<file path="src/rtl/key_conditioner_pkg.sv">
// Shared types and default timing for the push-button conditioner.
//   key_state_t : per-key debounce / repeat FSM states
//   *_50M       : default cycle counts for a 50 MHz clock
package key_cond_pkg;

    typedef enum logic [2:0] {
        IDLE     = 3'd0,
        PRESS_DB = 3'd1,
        HELD     = 3'd2,
        REPEAT   = 3'd3,
        REL_DB   = 3'd4
    } key_state_t;

    localparam int unsigned NUM_KEYS_DEF = 3;
    localparam int unsigned DEBOUNCE_50M = 1_000_000;   // 20 ms
    localparam int unsigned HOLD_50M     = 25_000_000;  // 0.5 s
    localparam int unsigned REPEAT_50M   = 12_500_000;  // 0.25 s
    localparam int unsigned CNT_W_DEF    = 26;

endpackage

</file>
<file path="src/rtl/key_conditioner_if.sv">
// Button bundle between the board pins and the counter/edit logic.
//   key_n    : raw active-low buttons (asynchronous)
//   rep_en   : per-key auto-repeat enable
//   key_evt  : one-cycle press / auto-repeat pulse
//   key_rel  : one-cycle release pulse
//   key_held : debounced pressed level
interface key_conditioner_if
    import key_cond_pkg::*;
#(
    parameter int unsigned NUM_KEYS = NUM_KEYS_DEF
);
    logic [NUM_KEYS-1:0] key_n;
    logic [NUM_KEYS-1:0] rep_en;
    logic [NUM_KEYS-1:0] key_evt;
    logic [NUM_KEYS-1:0] key_rel;
    logic [NUM_KEYS-1:0] key_held;

    // Driver side (board / testbench).
    modport master (
        output key_n,
        output rep_en,
        input  key_evt,
        input  key_rel,
        input  key_held
    );

    // Conditioner side.
    modport slave (
        input  key_n,
        input  rep_en,
        output key_evt,
        output key_rel,
        output key_held
    );
endinterface

</file>
<file path="src/rtl/key_conditioner_channel.sv">
// One button channel: 2-flop synchroniser, debounce/repeat FSM and counter.
//   i_clk, i_rst : clock, synchronous active-high reset
//   i_key_n      : raw active-low button
//   i_rep_en     : auto-repeat enable
//   o_evt        : press / repeat pulse (registered)
//   o_rel        : release pulse (registered)
//   o_held       : debounced pressed level (registered)
module key_channel
    import key_cond_pkg::*;
#(
    parameter int unsigned DEBOUNCE_CYC = DEBOUNCE_50M,
    parameter int unsigned HOLD_CYC     = HOLD_50M,
    parameter int unsigned REPEAT_CYC   = REPEAT_50M,
    parameter int unsigned CNT_W        = CNT_W_DEF
) (
    input  logic i_clk,
    input  logic i_rst,
    input  logic i_key_n,
    input  logic i_rep_en,
    output logic o_evt,
    output logic o_rel,
    output logic o_held
);

    localparam logic [CNT_W-1:0] DB_LAST   = CNT_W'(DEBOUNCE_CYC - 1);
    localparam logic [CNT_W-1:0] HOLD_LAST = CNT_W'(HOLD_CYC - 1);
    localparam logic [CNT_W-1:0] REP_LAST  = CNT_W'(REPEAT_CYC - 1);

    logic             r_sync1;
    logic             r_sync2;
    key_state_t       r_state;
    logic [CNT_W-1:0] r_cnt;
    logic             r_evt;
    logic             r_rel;
    logic             r_held;

    key_state_t       w_state_nxt;
    logic [CNT_W-1:0] w_cnt_nxt;
    logic             w_evt_nxt;
    logic             w_rel_nxt;
    logic             w_held_nxt;
    logic             w_s;

    assign w_s = r_sync2;

    // Synchroniser, state, counter and output registers.
    always_ff @(posedge i_clk) begin
        if (i_rst) begin
            r_sync1 <= 1'b1;
            r_sync2 <= 1'b1;
            r_state <= IDLE;
            r_cnt   <= '0;
            r_evt   <= 1'b0;
            r_rel   <= 1'b0;
            r_held  <= 1'b0;
        end else begin
            r_sync1 <= i_key_n;
            r_sync2 <= r_sync1;
            r_state <= w_state_nxt;
            r_cnt   <= w_cnt_nxt;
            r_evt   <= w_evt_nxt;
            r_rel   <= w_rel_nxt;
            r_held  <= w_held_nxt;
        end
    end

    // Next state, counter and pulse decode.
    always_comb begin
        w_state_nxt = r_state;
        w_cnt_nxt   = r_cnt + CNT_W'(1);
        w_evt_nxt   = 1'b0;
        w_rel_nxt   = 1'b0;

        case (r_state)
            IDLE: begin
                w_cnt_nxt = '0;
                if (!w_s) begin
                    w_state_nxt = PRESS_DB;
                end
            end
            PRESS_DB: begin
                if (w_s) begin
                    w_state_nxt = IDLE;
                    w_cnt_nxt   = '0;
                end else if (r_cnt == DB_LAST) begin
                    w_state_nxt = HELD;
                    w_cnt_nxt   = '0;
                    w_evt_nxt   = 1'b1;
                end
            end
            HELD: begin
                if (w_s) begin
                    w_state_nxt = REL_DB;
                    w_cnt_nxt   = '0;
                end else if (!i_rep_en) begin
                    // Repeat disabled: the hold timer stays parked at zero.
                    w_cnt_nxt = '0;
                end else if (r_cnt == HOLD_LAST) begin
                    w_state_nxt = REPEAT;
                    w_cnt_nxt   = '0;
                    w_evt_nxt   = 1'b1;
                end
            end
            REPEAT: begin
                if (w_s) begin
                    w_state_nxt = REL_DB;
                    w_cnt_nxt   = '0;
                end else if (!i_rep_en) begin
                    w_state_nxt = HELD;
                    w_cnt_nxt   = '0;
                end else if (r_cnt == REP_LAST) begin
                    w_cnt_nxt = '0;
                    w_evt_nxt = 1'b1;
                end
            end
            REL_DB: begin
                if (!w_s) begin
                    // Release bounce: back to held, hold timer restarts.
                    w_state_nxt = HELD;
                    w_cnt_nxt   = '0;
                end else if (r_cnt == DB_LAST) begin
                    w_state_nxt = IDLE;
                    w_cnt_nxt   = '0;
                    w_rel_nxt   = 1'b1;
                end
            end
            default: begin
                w_state_nxt = IDLE;
                w_cnt_nxt   = '0;
            end
        endcase

        // Held level follows the next state so it aligns with the evt/rel pulses.
        w_held_nxt = (w_state_nxt == HELD) || (w_state_nxt == REPEAT) ||
                     (w_state_nxt == REL_DB);
    end

    assign o_evt  = r_evt;
    assign o_rel  = r_rel;
    assign o_held = r_held;

endmodule

</file>
<file path="src/rtl/key_conditioner.sv">
// Push-button conditioner: NUM_KEYS independent debounce/auto-repeat channels.
//   clk, rst : clock, synchronous active-high reset
//   kif      : button bundle (slave side): key_n, rep_en in; key_evt,
//              key_rel, key_held out
module key_conditioner
    import key_cond_pkg::*;
#(
    parameter int unsigned NUM_KEYS     = NUM_KEYS_DEF,
    parameter int unsigned DEBOUNCE_CYC = DEBOUNCE_50M,
    parameter int unsigned HOLD_CYC     = HOLD_50M,
    parameter int unsigned REPEAT_CYC   = REPEAT_50M,
    parameter int unsigned CNT_W        = CNT_W_DEF
) (
    input  logic               clk,
    input  logic               rst,
    key_conditioner_if.slave   kif
);

    localparam int unsigned MAX_DH  = (DEBOUNCE_CYC > HOLD_CYC) ? DEBOUNCE_CYC : HOLD_CYC;
    localparam int unsigned MAX_CYC = (MAX_DH > REPEAT_CYC) ? MAX_DH : REPEAT_CYC;

    // Elaboration-time parameter sanity.
    if (DEBOUNCE_CYC < 2) begin : g_bad_db
        $error("key_conditioner: DEBOUNCE_CYC must be >= 2");
    end
    if (HOLD_CYC < 1 || REPEAT_CYC < 1) begin : g_bad_rep
        $error("key_conditioner: HOLD_CYC and REPEAT_CYC must be >= 1");
    end
    if (CNT_W < 63 && (64'd1 << CNT_W) <= 64'(MAX_CYC)) begin : g_bad_w
        $error("key_conditioner: CNT_W too narrow for timing parameters");
    end

    // One self-contained channel per key; no interaction between keys.
    for (genvar g = 0; g < NUM_KEYS; g++) begin : g_key
        key_channel #(
            .DEBOUNCE_CYC (DEBOUNCE_CYC),
            .HOLD_CYC     (HOLD_CYC),
            .REPEAT_CYC   (REPEAT_CYC),
            .CNT_W        (CNT_W)
        ) u_ch (
            .i_clk    (clk),
            .i_rst    (rst),
            .i_key_n  (kif.key_n[g]),
            .i_rep_en (kif.rep_en[g]),
            .o_evt    (kif.key_evt[g]),
            .o_rel    (kif.key_rel[g]),
            .o_held   (kif.key_held[g])
        );
    end

endmodule

</file>
<file path="src/flat_wrapper.sv">
// flat-port wrapper written by rule: the top's interface ports become plain ports
module key_conditioner_flat import key_cond_pkg::*;
#(
    parameter int unsigned NUM_KEYS     = NUM_KEYS_DEF,
    parameter int unsigned DEBOUNCE_CYC = DEBOUNCE_50M,
    parameter int unsigned HOLD_CYC     = HOLD_50M,
    parameter int unsigned REPEAT_CYC   = REPEAT_50M,
    parameter int unsigned CNT_W        = CNT_W_DEF
)
  (clk, rst, kif_key_n, kif_rep_en, kif_key_evt, kif_key_rel, kif_key_held);
  key_conditioner_if #(.NUM_KEYS(NUM_KEYS)) kif_i ();
  input  logic clk;
  input  logic rst;
  input wire logic [$bits(kif_i.key_n)-1:0] kif_key_n;
  input wire logic [$bits(kif_i.rep_en)-1:0] kif_rep_en;
  output wire logic [$bits(kif_i.key_evt)-1:0] kif_key_evt;
  output wire logic [$bits(kif_i.key_rel)-1:0] kif_key_rel;
  output wire logic [$bits(kif_i.key_held)-1:0] kif_key_held;
  assign kif_i.key_n = kif_key_n;
  assign kif_i.rep_en = kif_rep_en;
  assign kif_key_evt = kif_i.key_evt;
  assign kif_key_rel = kif_i.key_rel;
  assign kif_key_held = kif_i.key_held;
  key_conditioner #(.NUM_KEYS(NUM_KEYS), .DEBOUNCE_CYC(DEBOUNCE_CYC), .HOLD_CYC(HOLD_CYC), .REPEAT_CYC(REPEAT_CYC), .CNT_W(CNT_W)) u_core (.clk(clk), .rst(rst), .kif(kif_i));
endmodule
</file>
<file path="config.mk">
export PLATFORM = sky130hd
export DESIGN_NAME = key_conditioner_flat
export DESIGN_NICKNAME = d
export VERILOG_FILES = /design/src/rtl/key_conditioner_pkg.sv /design/src/rtl/key_conditioner_if.sv /design/src/rtl/key_conditioner_channel.sv /design/src/rtl/key_conditioner.sv /design/src/flat_wrapper.sv
export SDC_FILE = /design/constraint.sdc
export NUM_CORES = 1
export LEC_CHECK = 0
export ABC_AREA = 1
export CELL_PAD_IN_SITES_DETAIL_PLACEMENT = 0
export CELL_PAD_IN_SITES_GLOBAL_PLACEMENT = 1
export CORE_MARGIN = 4
export CORE_UTILIZATION = 30
export CTS_CLUSTER_DIAMETER = 80
export CTS_CLUSTER_SIZE = 20
export DETAILED_ROUTE_END_ITERATION = 8
export PLACE_DENSITY_LB_ADDON = 0.1
export SLEW_MARGIN = 20
export SYNTH_ARGS = -nofsm -noshare
export SYNTH_HDL_FRONTEND = slang
export SYNTH_HIERARCHICAL = 1
export SYNTH_SLANG_ARGS = --single-unit
</file>
<file path="constraint.sdc">
create_clock -name clk -period 1.5 [get_ports clk]
set_input_delay 0.3 -clock clk [delete_from_list [all_inputs] [get_ports clk]]
set_output_delay 0.3 -clock clk [all_outputs]
set_load 0.02 [all_outputs]
</file>
==> summary.md <==
| Metric | Value |
|---|---|
| Main synth FF type | dfxtp_1 |
| Crit path kind | flip-flop to flip-flop |
| Max-slew headroom | between 50% and 60% |
| DRT antenna net count | 0 |
| Async set or reset register ratio after synthesis | 0% |
| Post-synth EDFFs | 0 |
| Tot GR Track Use | ~18% |
| CTS tree | yes |
| Fillers | ~2100 |
| Critical Path Sink Type | flip-flop |
| Reg clk slew, reported paths | roughly 0.07 ns |
| Die X | about 150 um |
| Max-Cap Viols | 0 |
| Synth Register Bits | approximately 100 |
| Post-route DRC | 0 |
| DP Area | approximately 8600 sq um |
| Final slew viol count | 0 |
| Num ports | 17 |
| First DRT Iteration DRCs | roughly 350 |
| Root Driver | clkbuf_16 |
| Buf/Inv on CP | 2 |
| Peak Freq | around 0.57 GHz |
| Family with the most delay on the worst path | simple AND/OR/NAND/NOR gates |
| Synth Instances | 950 |
| Synth warn | 6 |
| Share of layout cells above drive strength 1 | between 40% and 50% |
| Vias in the first global route | about 6500 |
| Final hold violations | 0 |
| GR Overflow Total | 0 |
| # diodes | 0 |
| Initial antenna violation count | 0 |
| Worst Clk Skew | 0.009762 ns |
| Layout area overhead | 62.17% |
| Detailed Route WL | about 20000 um |
| Critical path startpoint category | flip-flop |
| First-pass GRT wire length | 32580 um |
| CP Data Arrival Time | approximately 2 ns |
| Critical path cell sequence | ha_4 > nand2_4 > nor2_4 > buf_6 > nand3_2 > nor2_2 > nand2_2 > o21ai_4 > nand3_4 > buf_6 > nand3_2 > nor2_1 |
| First drt pass iteration count | 5 |
| Number of buffers created by CTS | 9 |
| Failing checks | negative setup slack |
| DR WL/cell | about 13 um |
| Worst VDD drop | about 0.41 mV |
| Vias per inst | roughly 4.4 |
| PortBufs | 16 |
| Design Area, Final | roughly 10000 sq um |
| RSZ-0062 raised after global routing | true |
| Syn_area_per_cell | 6.465 sq um |
| CP max FO | 4 |
| Chip Height | roughly 150 um |
| Clk Latency, worst-skew pair | around 0.35 ns |
| Leakage power | 4.246 nW |
| Die area | 22830 sq um |
| HP Class | flip-flop to flip-flop |
| Tot Pwr | between 5 and 6 mW |
| Fin nets | 1267 |
| Worst-margin pin slew | about 0.74 ns |
| # rows | between 50 and 60 |
| Core box area | 20170 sq um |
| Critical path's slowest cell | dfxtp_2 |
| Crit-path max cell delay | around 0.35 ns |
| H-tree depth | 3 |
| Critical Path Stages | 12 |
| Required @ worst endpoint | 1.74 ns |
| Synth Cell Area | 6142 sq um |
| Initial core utilization | a little under a third |
| Register area share after synthesis | between 30% and 40% |
| R2R cell count | 12 |
| Largest net degree at the start of global routing | 17 |
| Status | finished with violations |
| Clock sinks | 102 |
| GPL Wtd Cong | about 0.85 |
| Tmin final | about 1.8 ns |
| Setup violators final | 84 |
| WHS Path Cells | 1 |
| Tcrit/Tclk final | 117.0% |
| Yosys cell types | 36 |
| Post-DP HPWL | roughly 15000 um |
| Syn nets | a little under 1000 |
| Pwr dens | between 500 and 600 nW/um^2 |
| Final Worst Setup Slack | -0.2556 ns |
| Vias | 6759 |
| Clock buffer depth | 2 |
## worst register-to-register path, stage by stage (launching register included)
cell and delay, ns:
dfxtp_2 0.35, ha_4 0.15, nand2_4 0.05, nor2_4 0.17, buf_6 0.12, nand3_2 0.05, nor2_2 0.12, nand2_2 0.09
o21ai_4 0.08, nand3_4 0.20, buf_6 0.19, nand3_2 0.05, nor2_1 0.04
## worst paths after layout
| check | from | endpoint | slack (ns) |
|---|---|---|---|
| hold reg to reg | u_core/g_key[0].u_ch/r_sync1 | u_core/g_key[0].u_ch/r_sync2 | 0.42 |
| setup / recovery | u_core/g_key[2].u_ch/r_cnt[1] | u_core/g_key[2].u_ch/r_cnt[19] | -0.26 |
| hold / removal | u_core/g_key[0].u_ch/r_sync1 | u_core/g_key[0].u_ch/r_sync2 | 0.42 |
| setup reg to reg | u_core/g_key[2].u_ch/r_cnt[1] | u_core/g_key[2].u_ch/r_cnt[19] | -0.26 |
## power breakdown
group,switching [mW],internal (mW)
combinational,0.0651,0.0565
clock,1.09,1.47
sequential,0.00739,2.71
## placed cells by master, fill, tap and decap left out, types with 4 or more instances in the layout
cell	n
dlygate4sd2_1	9
nor2_4	32
buf_6	14
or2_2	6
nor3_1	23
nand2_1	167
nor4_2	4
inv_2	10
nand2_8	10
clkdlybuf4s50_1	7
nand3_4	5
inv_1	133
xor2_1	34
nor2_2	57
nand2_2	22
nand4_1	43
o21ai_0	10
xnor2_1	11
nand2_4	13
nor4_1	4
a31oi_1	4
nand3_2	19
dfxtp_1	86
o21ai_2	4
nor3_2	10
buf_4	266
nor2_1	140
nand3_1	56
dfxtp_2	15
clkbuf_16	9
## kinds of logic after synthesis
kind of cell | count (synthesis) | synth area share (%)
simple gates | 613 | 46.28
buf+inv | 157 | 10.53
flops | 102 | 33.25
compound gates | 29 | 2.770
xor+xnor | 46 | 6.559
fa+ha+maj | 3 | 0.6112
## registers in the layout (all words and copies together), names as in the netlist
signal,count
u_core/g_key.u_ch/r_cnt,78
u_core/g_key.u_ch/r_state,9
u_core/g_key.u_ch/o_evt,3
u_core/g_key.u_ch/o_held,3
u_core/g_key.u_ch/o_rel,3
u_core/g_key.u_ch/r_sync1,3
u_core/g_key.u_ch/r_sync2,3
## synthesized netlist by cell type (2+ instances only)
cell	n	area, sq um
xor2_1	35	306.5
buf_2	4	20.02
nor4_1	8	50.05
o22ai_1	2	12.51
o21ai_1	3	15.01
nand4_1	43	269.0
a31oi_1	4	25.02
nand3_1	76	380.4
clkbuf_1	2	7.510
nor2_2	25	156.4
nor3b_1	3	22.52
or2_2	6	37.54
nor2_4	8	90.09
nand3_2	2	20.02
nand2_4	3	33.78
o21ai_0	12	60.06
o21ai_2	2	17.52
nor3_2	2	20.02
dfxtp_1	102	2042
inv_1	138	518.0
ha_1	3	37.54
nor2_1	196	735.7
xnor2_1	11	96.34
a21oi_1	3	15.01
inv_2	5	18.77
nand3b_1	2	15.01
buf_4	2	15.01
o21bai_1	2	15.01
nand2_1	188	705.7
nor3_1	34	170.2
buf_6	6	67.56
nand3_4	2	35.03
nand2_2	13	81.33
## layer usage
| layer | part of all wire, % | wire length, um | track usage, % |
|---|---|---|---|
| met3 | 2.2 | 444 | 2.513 |
| met4 | 0.85 | 172 | 4.034 |
| met2 | 48 | 9724 | 30.03 |
| met5 | 0 | 0 | 0 |
| met1 | 49 | 9927 | 24.60 |
## cell type report
class	count	area (sq um)	share of cell area, %
clock buffer	10	229.0	2.299
clock inverter	5	82.58	0.8290
inverter	143	536.8	5.389
multi-input combinational	699	4317	43.34
sequential	102	2064	20.73
tap	270	337.8	3.392
timing repair buffer	301	2394	24.03
## per-stage QoR
stage,cells,setup TNS [ns],setup WS (ns),utilization [%],hold slack (ns)
2_1_floorplan,950,-0.5140,-0.03213,-,0.3761
3_3_place_gp,1484,-25.47,-0.3986,42.57,0.3941
3_5_place_dp,1484,-26.91,-0.4051,42.57,0.3944
4_1_cts,1512,-9.575,-0.1516,45.99,0.4164
5_1_grt,1530,-22.55,-0.3716,49.39,0.4299
6_report,1530,-12.96,-0.2556,49.39,0.4151
## repair_timing
action | 4_1_cts | 5_1_grt
gates resized for setup | 69 | 146
gates cloned | 4 | 4
setup buffers | 9 | 16
hold buffers | 0 | 0
pin swaps | 27 | 66
setup endpoints to repair | 102 | 93
Note: power is estimated with default switching activity, not from simulation.
